<file path="src/rtl/seller_arbiter.sv">
// ---------------------------------------------------------------------------
// seller_arbiter
//
// Shares a single ticket-seller core among NWIN ticket windows. Requests are
// granted round-robin, their fields are validated, a start is issued to the
// core, and a watchdog aborts the core if it does not complete in time. The
// core's change/sheet result is routed back to the window that owns the grant.
//
// Ports
//   clk, reset          : rising-edge clock, asynchronous active-low reset
//   win_req             : per-window level request, held until done/abort
//   win_station1/2      : per-window stations, 4 bits per window
//   win_sheet           : per-window sheet count, 3 bits per window
//   win_gnt             : one-hot grant to the window owning the core
//   win_done/win_abort  : one-cycle completion / reject pulse to that window
//   out_change/sheet    : result, valid while a win_done bit is high
//   core_start          : one-cycle start to the core
//   core_station1/2,
//   core_sheet          : fields latched at accept, stable through WAIT
//   core_abort          : one-cycle cancel to the core on timeout
//   core_done           : core completion pulse
//   core_change,
//   core_sheet_out      : core result, sampled with core_done
// ---------------------------------------------------------------------------
module seller_arbiter #(
   parameter int NWIN     = 4,
   parameter int TIMEOUT  = 64,
   parameter int MAXSHEET = 5
) (
   input  logic              clk,
   input  logic              reset,
   input  logic [NWIN-1:0]   win_req,
   input  logic [4*NWIN-1:0] win_station1,
   input  logic [4*NWIN-1:0] win_station2,
   input  logic [3*NWIN-1:0] win_sheet,
   output logic [NWIN-1:0]   win_gnt,
   output logic [NWIN-1:0]   win_done,
   output logic [NWIN-1:0]   win_abort,
   output logic [6:0]        out_change,
   output logic [2:0]        out_sheet,
   output logic              core_start,
   output logic [3:0]        core_station1,
   output logic [3:0]        core_station2,
   output logic [2:0]        core_sheet,
   output logic              core_abort,
   input  logic              core_done,
   input  logic [6:0]        core_change,
   input  logic [2:0]        core_sheet_out
);

   localparam int PW = (NWIN > 1) ? $clog2(NWIN) : 1;
   localparam int TW = $clog2(TIMEOUT);
   localparam logic [TW-1:0] TIMER_LAST  = TW'(TIMEOUT - 1);
   localparam logic [PW-1:0] LAST_WIN    = PW'(NWIN - 1);
   localparam logic [3:0]    SHEET_LIMIT = (MAXSHEET > 15) ? 4'd15 : 4'(MAXSHEET);

   typedef enum logic [2:0] {
      S_IDLE,
      S_CHECK,
      S_ISSUE,
      S_WAIT,
      S_RETIRE,
      S_REJECT
   } state_t;

   state_t          state_q,         state_d;
   logic [PW-1:0]   ptr_q,           ptr_d;
   logic [PW-1:0]   idx_q,           idx_d;
   logic [TW-1:0]   timer_q,         timer_d;
   logic [NWIN-1:0] win_gnt_q,       win_gnt_d;
   logic [NWIN-1:0] win_done_q,      win_done_d;
   logic [NWIN-1:0] win_abort_q,     win_abort_d;
   logic [6:0]      out_change_q,    out_change_d;
   logic [2:0]      out_sheet_q,     out_sheet_d;
   logic            core_start_q,    core_start_d;
   logic            core_abort_q,    core_abort_d;
   logic [3:0]      core_station1_q, core_station1_d;
   logic [3:0]      core_station2_q, core_station2_d;
   logic [2:0]      core_sheet_q,    core_sheet_d;

   logic            pick_found;
   logic [PW-1:0]   pick_idx;
   logic [PW-1:0]   cand;
   logic            req_invalid;
   logic [PW-1:0]   ptr_next;

   // Round-robin search: first requester at or above ptr, wrapping around.
   always_comb begin
      pick_found = 1'b0;
      pick_idx   = '0;
      cand       = '0;
      for (int k = 0; k < NWIN; k++) begin
         cand = PW'((int'(ptr_q) + k) % NWIN);
         if (!pick_found && win_req[cand]) begin
            pick_found = 1'b1;
            pick_idx   = cand;
         end
      end
   end

   // Validation works on the latched copy so later window changes are ignored.
   assign req_invalid = (core_station1_q == 4'd0) ||
                        (core_station2_q == 4'd0) ||
                        (core_station2_q < core_station1_q) ||
                        (core_sheet_q == 3'd0) ||
                        ({1'b0, core_sheet_q} > SHEET_LIMIT);

   // The window just served goes to the back of the search order.
   assign ptr_next = (idx_q == LAST_WIN) ? '0 : idx_q + 1'b1;

   always_comb begin
      state_d         = state_q;
      ptr_d           = ptr_q;
      idx_d           = idx_q;
      timer_d         = timer_q;
      win_gnt_d       = win_gnt_q;
      core_station1_d = core_station1_q;
      core_station2_d = core_station2_q;
      core_sheet_d    = core_sheet_q;
      win_done_d      = '0;
      win_abort_d     = '0;
      out_change_d    = '0;
      out_sheet_d     = '0;
      core_start_d    = 1'b0;
      core_abort_d    = 1'b0;

      case (state_q)
         S_IDLE: begin
            if (pick_found) begin
               state_d             = S_CHECK;
               idx_d               = pick_idx;
               win_gnt_d           = '0;
               win_gnt_d[pick_idx] = 1'b1;
               core_station1_d     = win_station1[4*pick_idx +: 4];
               core_station2_d     = win_station2[4*pick_idx +: 4];
               core_sheet_d        = win_sheet[3*pick_idx +: 3];
            end
         end
         S_CHECK: begin
            if (req_invalid) begin
               state_d     = S_REJECT;
               win_abort_d = win_gnt_q;
            end else begin
               state_d      = S_ISSUE;
               core_start_d = 1'b1;
            end
         end
         S_ISSUE: begin
            state_d = S_WAIT;
            timer_d = '0;
         end
         S_WAIT: begin
            // A completion on the final watchdog cycle still counts as done.
            if (core_done) begin
               state_d      = S_RETIRE;
               win_done_d   = win_gnt_q;
               out_change_d = core_change;
               out_sheet_d  = core_sheet_out;
            end else if (timer_q == TIMER_LAST) begin
               state_d      = S_REJECT;
               core_abort_d = 1'b1;
               win_abort_d  = win_gnt_q;
            end else begin
               timer_d = timer_q + 1'b1;
            end
         end
         S_RETIRE, S_REJECT: begin
            state_d   = S_IDLE;
            win_gnt_d = '0;
            ptr_d     = ptr_next;
         end
         default: begin
            state_d   = S_IDLE;
            win_gnt_d = '0;
         end
      endcase
   end

   always_ff @(posedge clk or negedge reset) begin
      if (!reset) begin
         state_q         <= S_IDLE;
         ptr_q           <= '0;
         idx_q           <= '0;
         timer_q         <= '0;
         win_gnt_q       <= '0;
         win_done_q      <= '0;
         win_abort_q     <= '0;
         out_change_q    <= '0;
         out_sheet_q     <= '0;
         core_start_q    <= 1'b0;
         core_abort_q    <= 1'b0;
         core_station1_q <= '0;
         core_station2_q <= '0;
         core_sheet_q    <= '0;
      end else begin
         state_q         <= state_d;
         ptr_q           <= ptr_d;
         idx_q           <= idx_d;
         timer_q         <= timer_d;
         win_gnt_q       <= win_gnt_d;
         win_done_q      <= win_done_d;
         win_abort_q     <= win_abort_d;
         out_change_q    <= out_change_d;
         out_sheet_q     <= out_sheet_d;
         core_start_q    <= core_start_d;
         core_abort_q    <= core_abort_d;
         core_station1_q <= core_station1_d;
         core_station2_q <= core_station2_d;
         core_sheet_q    <= core_sheet_d;
      end
   end

   assign win_gnt       = win_gnt_q;
   assign win_done      = win_done_q;
   assign win_abort     = win_abort_q;
   assign out_change    = out_change_q;
   assign out_sheet     = out_sheet_q;
   assign core_start    = core_start_q;
   assign core_abort    = core_abort_q;
   assign core_station1 = core_station1_q;
   assign core_station2 = core_station2_q;
   assign core_sheet    = core_sheet_q;

endmodule

</file>
<file path="config.mk">
export PLATFORM = sky130hd
export DESIGN_NAME = seller_arbiter
export DESIGN_NICKNAME = d
export VERILOG_FILES = /design/src/rtl/seller_arbiter.sv
export SDC_FILE = /design/constraint.sdc
export NUM_CORES = 1
export LEC_CHECK = 0
export CORE_UTILIZATION = 39
export DETAILED_ROUTE_END_ITERATION = 7
export GPL_TIMING_DRIVEN = 0
export PLACE_DENSITY = 0.78
export SYNTH_ARGS = -nofsm -noshare
export SYNTH_HDL_FRONTEND = slang
export SYNTH_SLANG_ARGS = --single-unit
</file>
<file path="constraint.sdc">
create_clock -name clk -period 1.7 [get_ports clk]
set_input_delay 0.17 -clock clk [delete_from_list [all_inputs] [get_ports clk]]
set_output_delay 0.17 -clock clk [all_outputs]
set_load 0.02 [all_outputs]
</file>
# Yosys cells after proc, flatten, opt, wreduce, memory -nomap -nowiden
# Index checks and enable logic that the tools add are counted.
# W data, S select, Z words.
# totals
inputBits	61
wordCells	109
out_inout_bits	35
ff_bits	48
# classes
muxes	44
bitwise	1
add_sub_neg	5
n_shift	3
eq_ne	11
multipliers	1
order_cmp	8
reduce_logical	22
# op_table
cell	count
$shiftx A16 B5 Y4	2
$mux W4	6
$mux W3	6
$pmux W4 S2	2
$lt A2 B3 Y1 const B	5
$mux W1	14
$mux W7	2
$mux W6	2
$pmux W3 S4	1
$pmux W6 S2	1
$shiftx A12 B5 Y3	1
$mux W2	5
$bmux W1 S2	4
$logic_not A4 Y1	2
$add A6 B1 Y6 const B	1
$eq A3 B2 Y1 const B	2
$eq A3 B3 Y1 const B	2
$eq A6 B6 Y1 const B	1
$logic_not A3 Y1	2
$ne A2 B2 Y1 const B	3
$reduce_and A2 Y1	3
$add A2 B1 Y2 const B	2
$add A2 B2 Y2 const B	2
$logic_and A1 B1 Y1	4
other kinds (15)	20

# Depth between registers and ports, before layout
# Gate-level depths: netlist of the first run.
# logic_depth
word_depth	18
ltp_mapped	7
mapped_depth_nobuf	7

# Worst setup path after synthesis of the first run
# Ideal clock, no wire load.
# synth_path
path_kind	register to register
startpoint	register core_station1_q[2], in the netlist core_station1[2]
endpoint	register state_q[1]
arrival_time_ns	1.758
path_slack_ns	-0.124
synth_period_minus_slack_ns	1.824
n_path_buf	0
required_ns	1.634
setup_ns	0.066
path_stages_with_launch	8
cell_sequence	dfrtp_1 -> inv_1 -> ha_1 -> o21ai_1 -> a221o_1 -> nor4_1 -> nor2b_1 -> a31o_1
# synth_via
elab_chain_len	7
word_cells_on_any_way	8
cone_classes	1 x order compare; 2 x mux; 5 x reduce/logical
# synth_lines
item	line_no	rtl
from (decl)	77	logic [3:0] core_station1_q, core_station1_d;
from (signal assigned)	207	core_station1_q <= core_station1_d;
branches (longest 2 deep; another with $lt A4 B4 Y1)	--	
$logic_or A1 B1 Y1 *	103	(core_station2_q == 4'd0) ||
$logic_or A1 B1 Y1 *	104	(core_station2_q < core_station1_q) ||
$logic_or A1 B1 Y1 *	105	(core_sheet_q == 3'd0) ||
$mux W3 *	140	if (req_invalid) begin
$pmux W3 S4 *	127	case (state_q)
to (signal assigned)	196	state_q <= state_d;
to (decl)	66	state_t state_q, state_d;
# Every way passes the cells marked *.
# A chain may end at the register's enable or synchronous reset.

# Final worst setup path of the first run
# layout_path
startpoint	register core_station2_q[3], in the netlist core_station2[3]
endpoint	register win_abort_q[2], in the netlist win_abort[2]
# layout_via
elab_chain_len	7
word_cells_on_any_way	8
cone_classes	1 x order compare; 2 x mux; 5 x reduce/logical
# layout_lines
item	line_no	rtl
from (decl)	78	logic [3:0] core_station2_q, core_station2_d;
from (signal assigned)	208	core_station2_q <= core_station2_d;
branches (longest 2 deep; another with $lt A4 B4 Y1)	--	
$logic_or A1 B1 Y1 *	103	
$logic_or A1 B1 Y1 *	104	
$logic_or A1 B1 Y1 *	105	
$mux W4 *	140	
$pmux W4 S2 *	127	
net win_abort_d[2]	72	logic [NWIN-1:0] win_abort_q, win_abort_d;
to (signal assigned)	202	win_abort_q <= win_abort_d;
to (decl)	72	
# Mark *: on every way through the listed nets, which the timed path passes.

==> results.md, run 1 <==
Run status:
- The run finished, with violations left.
- The final reports fail on setup timing.

Synthesis:
- The post-synthesis cell area is 2386 sq um.
- By area the synthesized netlist is led by dfrtp_1 (50%), and2_1 (4.7%), a222oi_1 (4.6%).
- For this run, the leading register cell type out of synthesis is dfrtp_1.
- After synthesis the netlist holds a flip-flop and latch count of 48.
- When the netlist entered floorplanning its net count stood at 298.
- The number of enable-type register cells in the synthesized netlist is 0.
- The synthesized instance count is 232.
- The number of distinct standard cells referenced by the synthesized netlist is 52.
- The largest total area in the synthesized netlist belongs to dfrtp_1.
- The area fraction of the dominant cell type after synthesis is 50.34%.
- The commonest cells after synthesis are dfrtp_1 (48), nand2_1 (26), and2_1 (18), nor2_1 (18).
- For this run, the register share of the synthesized area comes to 50.34%.
- The most instantiated library cell after synthesis is dfrtp_1.
- After synthesis, the mean cell area works out to 10.28 sq um.
- During synthesis, Yosys emitted a total of 0 warnings.
- After synthesis, the share of flip-flops with an asynchronous set or reset is 100.0%.

Critical path:
- The logic depth of the worst register-to-register path is 7.
- STA classifies the critical path startpoint as a flop.
- Among all stages on the critical path, the largest delay is contributed by dfrtp_2.
- The signal on the critical path passes through ha_4, o21ai_2, a221o_1, nor4_4, buf_4, o31ai_4, and2_1.
- The maximum fanout along the worst path is 4.
- On the worst path, the slowest cell contributes a delay of 440 ps.
- Data on the critical path is required at its endpoint by 1900 ps.
- The critical path is of the flop to flop type.
- At the worst endpoint, the arrival time is 2060 ps.
- The endpoint type of the worst setup path is a flop.
- The count of buffer and inverter cells on the critical path is 1.
- The total stage count of the critical path is 7.
- The register-to-register setup slack is -160 ps.
- The kind of cell with the highest combined delay along the critical path is compound AO/OA/AOI/OAI gates.

Floorplan:
- The core region is 5921 sq um.
- In this run the horizontal extent of the chip is 80.22 microns.
- After floorplanning, the core was divided into 28 placement rows.
- Once the floorplan was initialized, standard cells occupied 40.30% of the core.
- The count of pins on the block boundary is 96.
- The floorplan step defined a die boundary enclosing 6434 sq um.
- The die span in y is 80.22 microns.

CTS:
- The CTS tree is yes.
- The latest clock arrival within the worst-skew pair is 300 ps.
- The clock edge transition at the registers on the reported setup and hold paths is 90 ps.
- Buffers inserted during clock tree synthesis total 5.
- The H-tree was split into 2 levels.
- The root buffer cell chosen for the clock tree is clkbuf_8.
- The number of clock sinks seen by CTS is 48.
- In this run the deepest clock path goes through 2 buffers.

Routing:
- The routed design has 6.456 mm of wire.
- In the routed design, unresolved DRC markers number 0.
- Once detail routing completed, the nets flagged for antenna violations numbered 0.
- The initial detailed-routing violation count is 231.
- Before antenna repair, the detailed router went through 7 iterations.
- The routed via count divided by cell count is 5.463.
- In the final routed layout, each cell accounts on average for 15.08 microns.
- Detailed routing inserted a total of 2338 vias.

Power and ir drop:
- The overall power consumption is 6.266 mW.
- The leakage power summed over all cells is 1.652 nW.
- The cell area power density is 1608 nW/um^2.
- The worst-case IR drop observed on VDD is 0.8498 mV.

Final layout:
- The synthesis-to-finish area growth is 63.29%.
- The total area of sequential cells is 1212 sq um.
- The post-layout net count is 418.
- The number of antenna repair diodes is 0.
- The number of fill cells in the layout is 466.
- Cells with a size suffix above 1 make up 22.38% of the layout.
- The combined area of the multi-input logic cells is 1216 sq um.

Timing:
- The clock skew after layout is 8.927 ps.
- The final clock period utilization by the worst path is 109.5%.
- The number of hold-slack violations in the final timing report is 0.
- Setup violations remaining at the end of the flow were counted as 8.
- Setup repair after global routing could not meet its margin everywhere.
- The transition at the pin with the smallest max-transition slack is 465.7 ps.
- The final critical path time including I/O delays and setup is 1861 ps.
- The smallest setup slack after layout is -161.4 ps.
- For this run, the top clock speed supported by timing is 537.2 MHz.
- Headroom to the max-slew limit came out at 68.95%.
- The total count of max-transition violations in the final report is 0.

Placed design:
- The HPWL after detailed placement is 4.368 mm.
- At the end of routability-driven placement, the weighted congestion stood at 0.8222.
- The post-place setup slack is -344.7 ps.
- In this run the tool buffered the top-level ports with 93 buffer cells.

Global routing:
- The via count of the first global-routing pass is 2225.
- Entering global routing, the biggest net connects 32 pins.
- Global routing finished with a remaining overflow of 0.
- The first global-routing pass estimated 10.16 mm of wire.
- The total routing resource utilization after global routing is 20.48%.
- The initial antenna violation count came to 0.

Hold path:
- The worst hold path passes through 3 cells.
- The tightest min-delay check is of the input pin to flop type.

Run:
- Across the run, the number of max-cap violations was 0.
-- logic make-up after synthesis --
family | count (synthesis) | share of synthesized area (%)
adder cells (fa/ha/maj) | 5 | 2.622
flip-flops | 48 | 50.34
multiplexers | 7 | 3.199
AND/OR/NAND/NOR | 92 | 19.77
AO/OA/AOI/OAI | 57 | 19.30
buffers and inverters | 23 | 4.772
-- worst paths after layout --
kind / start / end
setup / recovery: core_station2[3]$_DFFE_PN0P_ / win_abort[2]$_DFF_PN0_
hold / removal: win_req[2] / idx_q[1]$_DFFE_PN0P_
setup reg to reg: core_station2[3]$_DFFE_PN0P_ / win_abort[2]$_DFF_PN0_
hold reg to reg: idx_q[0]$_DFFE_PN0P_ / ptr_q[0]$_DFFE_PN0P_
max in group asynchronous: reset / ptr_q[0]$_DFFE_PN0P_
min in group asynchronous: reset / timer_q[3]$_DFFE_PN0P_
-- layout make-up --
class	instances	area share (%)
buffer	13	2.505
clock buffer	5	1.766
clock inverter	3	1.766
inverter	9	0.8671
multi-input combinational	161	31.21
sequential	48	31.12
tap	75	2.408
timing repair buffer	114	28.36
-- worst reg2reg max path, stage by stage, from the launching register on --
cell and delay (ps):
dfrtp_2 440, ha_4 270, o21ai_2 40, a221o_1 370, nor4_4 220, buf_4 180, o31ai_4 70, and2_1 160
-- cells in the final DEF, fill, tap and decap left out, types with 3 or more instances in the layout --
cell             count
and2_1              18
inv_1                6
a31oi_1             11
clkdlybuf4s50_1     91
a21oi_1              4
mux2i_1              5
inv_2                3
buf_2                5
nand2b_1             3
nand3_1              7
o21ai_1              4
nand2_1             26
o21ai_0              3
buf_4               18
nor2_1              18
dfrtp_1             39
ha_4                 4
buf_6                6
dfrtp_2              9
a222oi_1            11
clkbuf_8             5
-- metal layers --
metal / GRT usage [%] / vias to the layer above / wire, microns
met5: 0 / - / 0
met4: 7.500 / 0 / 102
met3: 4.091 / 9 / 424
met2: 34.53 / 114 / 3191
met1: 25.88 / 1127 / 2737
li1: - / 1088 / -
-- registers in the layout, indices dropped and copies added, names as in the netlist --
signal         flops
ptr_q              2
core_sheet         3
timer_q            6
idx_q              2
out_change         7
win_gnt            4
state_q            3
out_sheet          3
win_done           4
core_abort         1
core_station1      4
core_start         1
win_abort          4
core_station2      4
-- stage by stage --
stage	instances	util [%]	setup TNS, ps	hold WS [ps]	instance area (sq um)
2_1_floorplan	232	-	-99.03	-125.6	2395
3_3_place_gp	400	57.76	-47120	488.5	3420
3_5_place_dp	401	58.01	-6962	137.4	3435
4_1_cts	419	63.36	-412.3	254.5	3751
5_1_grt	428	65.81	-1681	299.7	3896
6_report	428	65.81	-1010	275.1	3896
-- report_power, final --
part	internal (mW)	switching (mW)	leakage, nW
clock network	0.592	0.382	0.0687
registers	1.52	0.349	0.599
logic	1.73	1.70	0.985
-- timing repair --
action | CTS | global route
gates resized for setup | 17 | 24
cloned | 0 | 1
hold buffers | 1 | 0
endpoints found under the hold margin | 17 | 0
endpoints found under the setup margin | 16 | 29
buffers inserted | 9 | 9
pin swaps | 8 | 9
Note: power is estimated with default switching activity, not from simulation.
==> inputs of run 2 (changes only) <==
- GPL_ROUTABILITY_DRIVEN: default -> 0
==> results of run 2 <==
Same layout as run 1: the final DEF is identical, and so are final timing and power.
==> inputs of run 3 (changes only) <==
- CELL_PAD_IN_SITES_DETAIL_PLACEMENT: default -> 1
- CELL_PAD_IN_SITES_GLOBAL_PLACEMENT: default -> 1
- CORE_UTILIZATION: 39 -> 29
==> results.md, run 3 (synthesized netlist as in run 1, its figures left out) <==
Routing:
- The number of vias after detailed routing was 2351 (+0.56%).
- The remaining number of nets flagged by the antenna check after routing is 0 (unchanged).
- The routed via count divided by cell count was 5.111 (-6.4%).
- The wire length per cell is 17.32 microns (+15%).
- The total wire length after detailed routing is 7.966 mm (+23%).
- The number of remaining DRC errors is 0 (unchanged).
- The initial detailed-routing violation count is 111 (-52%).
- The number of iterations in the first detailed-routing pass is 5 (-2).

Floorplan:
- The count of standard-cell rows is 32 (+14%).
- The effective utilization at floorplan came to 30.40% (-9.9 points).
- The die outline area is 8594 sq um (+34%).
- The die span in y is 92.71 microns (+16%).
- The die extent in x was 92.71 microns (+16%).
- The count of pins on the block boundary came to 96 (unchanged).
- The core box area is 7848 sq um (+33%).

Global routing:
- The met1 track utilization from global routing is 23.50% (-2.4 points).
- The met3 global-route usage is 4.762% (+0.67 points).
- The via count of the first global-routing pass is 2409 (+8.3%).
- In this run the most used layer during global routing was met2.
- The initial antenna violation count is 0 (unchanged).
- The met2 layer usage reported by global route is 31.48% (-3.0 points).
- The leftover overflow at the end of global routing is 0 (unchanged).
- The maximum number of pins on one net before global-route repair is 33 (+3.1%).
- The total routing resource utilization after global routing is 18.77% (-1.7 points).
- The wire length of the first global-routing pass is 12.40 mm (+22%).

Timing:
- The setup TNS is -914.6 ps (+95.15 ps).
- The smallest setup slack after layout came to -132.0 ps (+29.32 ps).
- The final clock period utilization by the worst path is 107.8% (-1.7 points).
- The worst hold slack was 282.5 ps (+7.382 ps).
- The transition at the pin with the smallest max-transition slack was 515.1 ps (+49.39 ps).
- The total count of max-transition violations in the final report is 0 (unchanged).
- The final critical path time including I/O delays and setup came to 1832 ps (-29.32 ps).
- The number of hold-slack violations in the final timing report is 0 (unchanged).
- The total setup violations reported at the end of the flow is 9 (+1).
- The worst-case headroom to the max-slew limit is 65.34% (-3.6 points).
- The clock skew after layout is 8.311 ps (-0.6152 ps).
- The fmax is 545.8 MHz (+1.6%).
- Setup repair after global routing could not meet its margin everywhere.

Critical path:
- The register-to-register setup slack came to -130 ps (+30 ps).
- The destination of the critical timing path is state_q[1]$_DFFE_PN0P_.
- The startpoint of the worst register-to-register path is core_station2[2]$_DFFE_PN0P_.
- The family with the most delay on the worst path is compound AO/OA/AOI/OAI gates.
- The logic depth of the worst register-to-register path is 6 (-1).
- The total stage count of the critical path is 6 (-1).
- The peak per-stage delay on the critical path is 440 ps (about the same).
- In this run the worst setup path begins at core_station2[2]$_DFFE_PN0P_.
- STA classifies the critical path startpoint as a flop.
- The count of buffer and inverter cells on the critical path is 0 (-1).
- The endpoint type of the worst setup path is a flop.
- The endpoint identified for the worst register-to-register timing path is state_q[1]$_DFFE_PN0P_.
- The signal on the critical path passes through ha_4, o21ai_2, a221o_1, nor4_4, nor2b_4, a31o_1.
- The worst setup path is of the flop to flop kind.
- The arrival time reported for the critical path endpoint is 2070 ps (about the same).
- For this design, the slowest cell found on the critical path is dfrtp_2.
- The required time reported for the critical path endpoint is 1940 ps (+40 ps).
- The maximum fanout along the worst path came to 4 (unchanged).

Final layout:
- From synthesis to final layout, the design area changed by 64.76%.
- The most common library cell in the layout ignoring fill and taps is clkdlybuf4s50_1.
- The number of flip-flops in the largest register is 7 (unchanged).
- The share of layout cells above drive strength 1 is 23.18% (+0.80 points).
- The post-layout net count is 423 (+1.2%).
- The post-route core utilization is 50.10% (-16 points).
- The number of antenna repair diodes is 0 (unchanged).
- In the layout the commonest cells are clkdlybuf4s50_1 (90), dfrtp_1 (42), nand2_1 (26).

CTS:
- The maximum level of the CTS H-tree is 2 (unchanged).
- The latest clock arrival within the worst-skew pair came to 300 ps (about the same).
- The number of buffers created by CTS is 5 (unchanged).
- The number of buffers on the longest clock path was 2 (unchanged).
- The number of clock sinks seen by CTS came to 48 (unchanged).
- The tree is rooted in a clkbuf_8.
- TritonCTS built the clock tree.
- The clock edge transition at the registers on the reported setup and hold paths is 90 ps (about the same).

Power and ir drop:
- The leakage power summed over all cells was 1.672 nW (+1.2%).
- The cell area power density is 1598 nW/um^2 (-0.66%).
- The peak supply drop was 0.5797 mV (-32%).
- The overall power consumption is 6.281 mW (+0.23%).

Run status:
- The run finished, with violations left.
- The final reports fail on setup timing.

Hold path:
- The source of the worst hold timing path is win_req[2].
- The worst hold path belongs to the class input pin to flop.

Run:
- The number of max-capacitance violations reported is 0 (unchanged).

Placed design:
- The number of I/O port buffers is 93 (unchanged).
- The HPWL after detailed placement is 5.149 mm (+18%).
- The post-place setup slack is -357.7 ps (-13.00 ps).
==> run 3: metrics by stage <==
stage / area [sq um] / std cells
2_1_floorplan: 2395 / 232
5_1_grt: 3931 / 460
3_3_place_gp: 3453 / 427
6_report: 3931 / 460
4_1_cts: 3820 / 453
3_5_place_dp: 3468 / 428
==> run 3: power by group <==
| group | internal [mW] | switching [mW] |
|---|---|---|
| combinational | 1.79 | 1.87 |
| clock | 0.437 | 0.378 |
| sequential | 1.51 | 0.298 |
| total | 3.74 | 2.54 |
==> run 3: cell type report <==
cell class,count,area (sq um)
buffer,14,107.6
clock buffer,6,72.57
clock inverter,2,35.03
fill,889,3916
inverter,9,36.28
multi-input combinational,161,1202
sequential,48,1209
tap,102,127.6
timing repair buffer,118,1141
==> run 3: how the worst min path moves through the flow <==
stage / to / slack [ps] / cells past startpoint
floorplan: core_abort$_DFF_PN0_ / -130 / 0
detailed placement: timer_q[3]$_DFFE_PN0P_ / 130 / 1
global route: idx_q[1]$_DFFE_PN0P_ / 320 / 3
CTS: idx_q[1]$_DFFE_PN0P_ / 270 / 3
finish: idx_q[1]$_DFFE_PN0P_ / 280 / 3
global placement: ptr_q[0]$_DFFE_PN0P_ / 490 / 1
==> run 3: timing repair <==
action,in CTS,in global routing
hold endpoints to repair,16,0
setup buffers,16,7
hold buffers,1,0
gates resized for setup,30,19
pin swaps,15,15
gates cloned,0,0
setup endpoints to repair,29,22
==> run 3: routing by layer <==
layer	vias up	share of wire [%]
li1	1102	-
met1	1148	41
met2	87	51
met3	14	6.3
met4	0	2.4
met5	-	0
==> run 3: tightest hold or removal path: stages <==
cell	delay, ps
buf_2	190
o211ai_1	110
o21ai_1	80
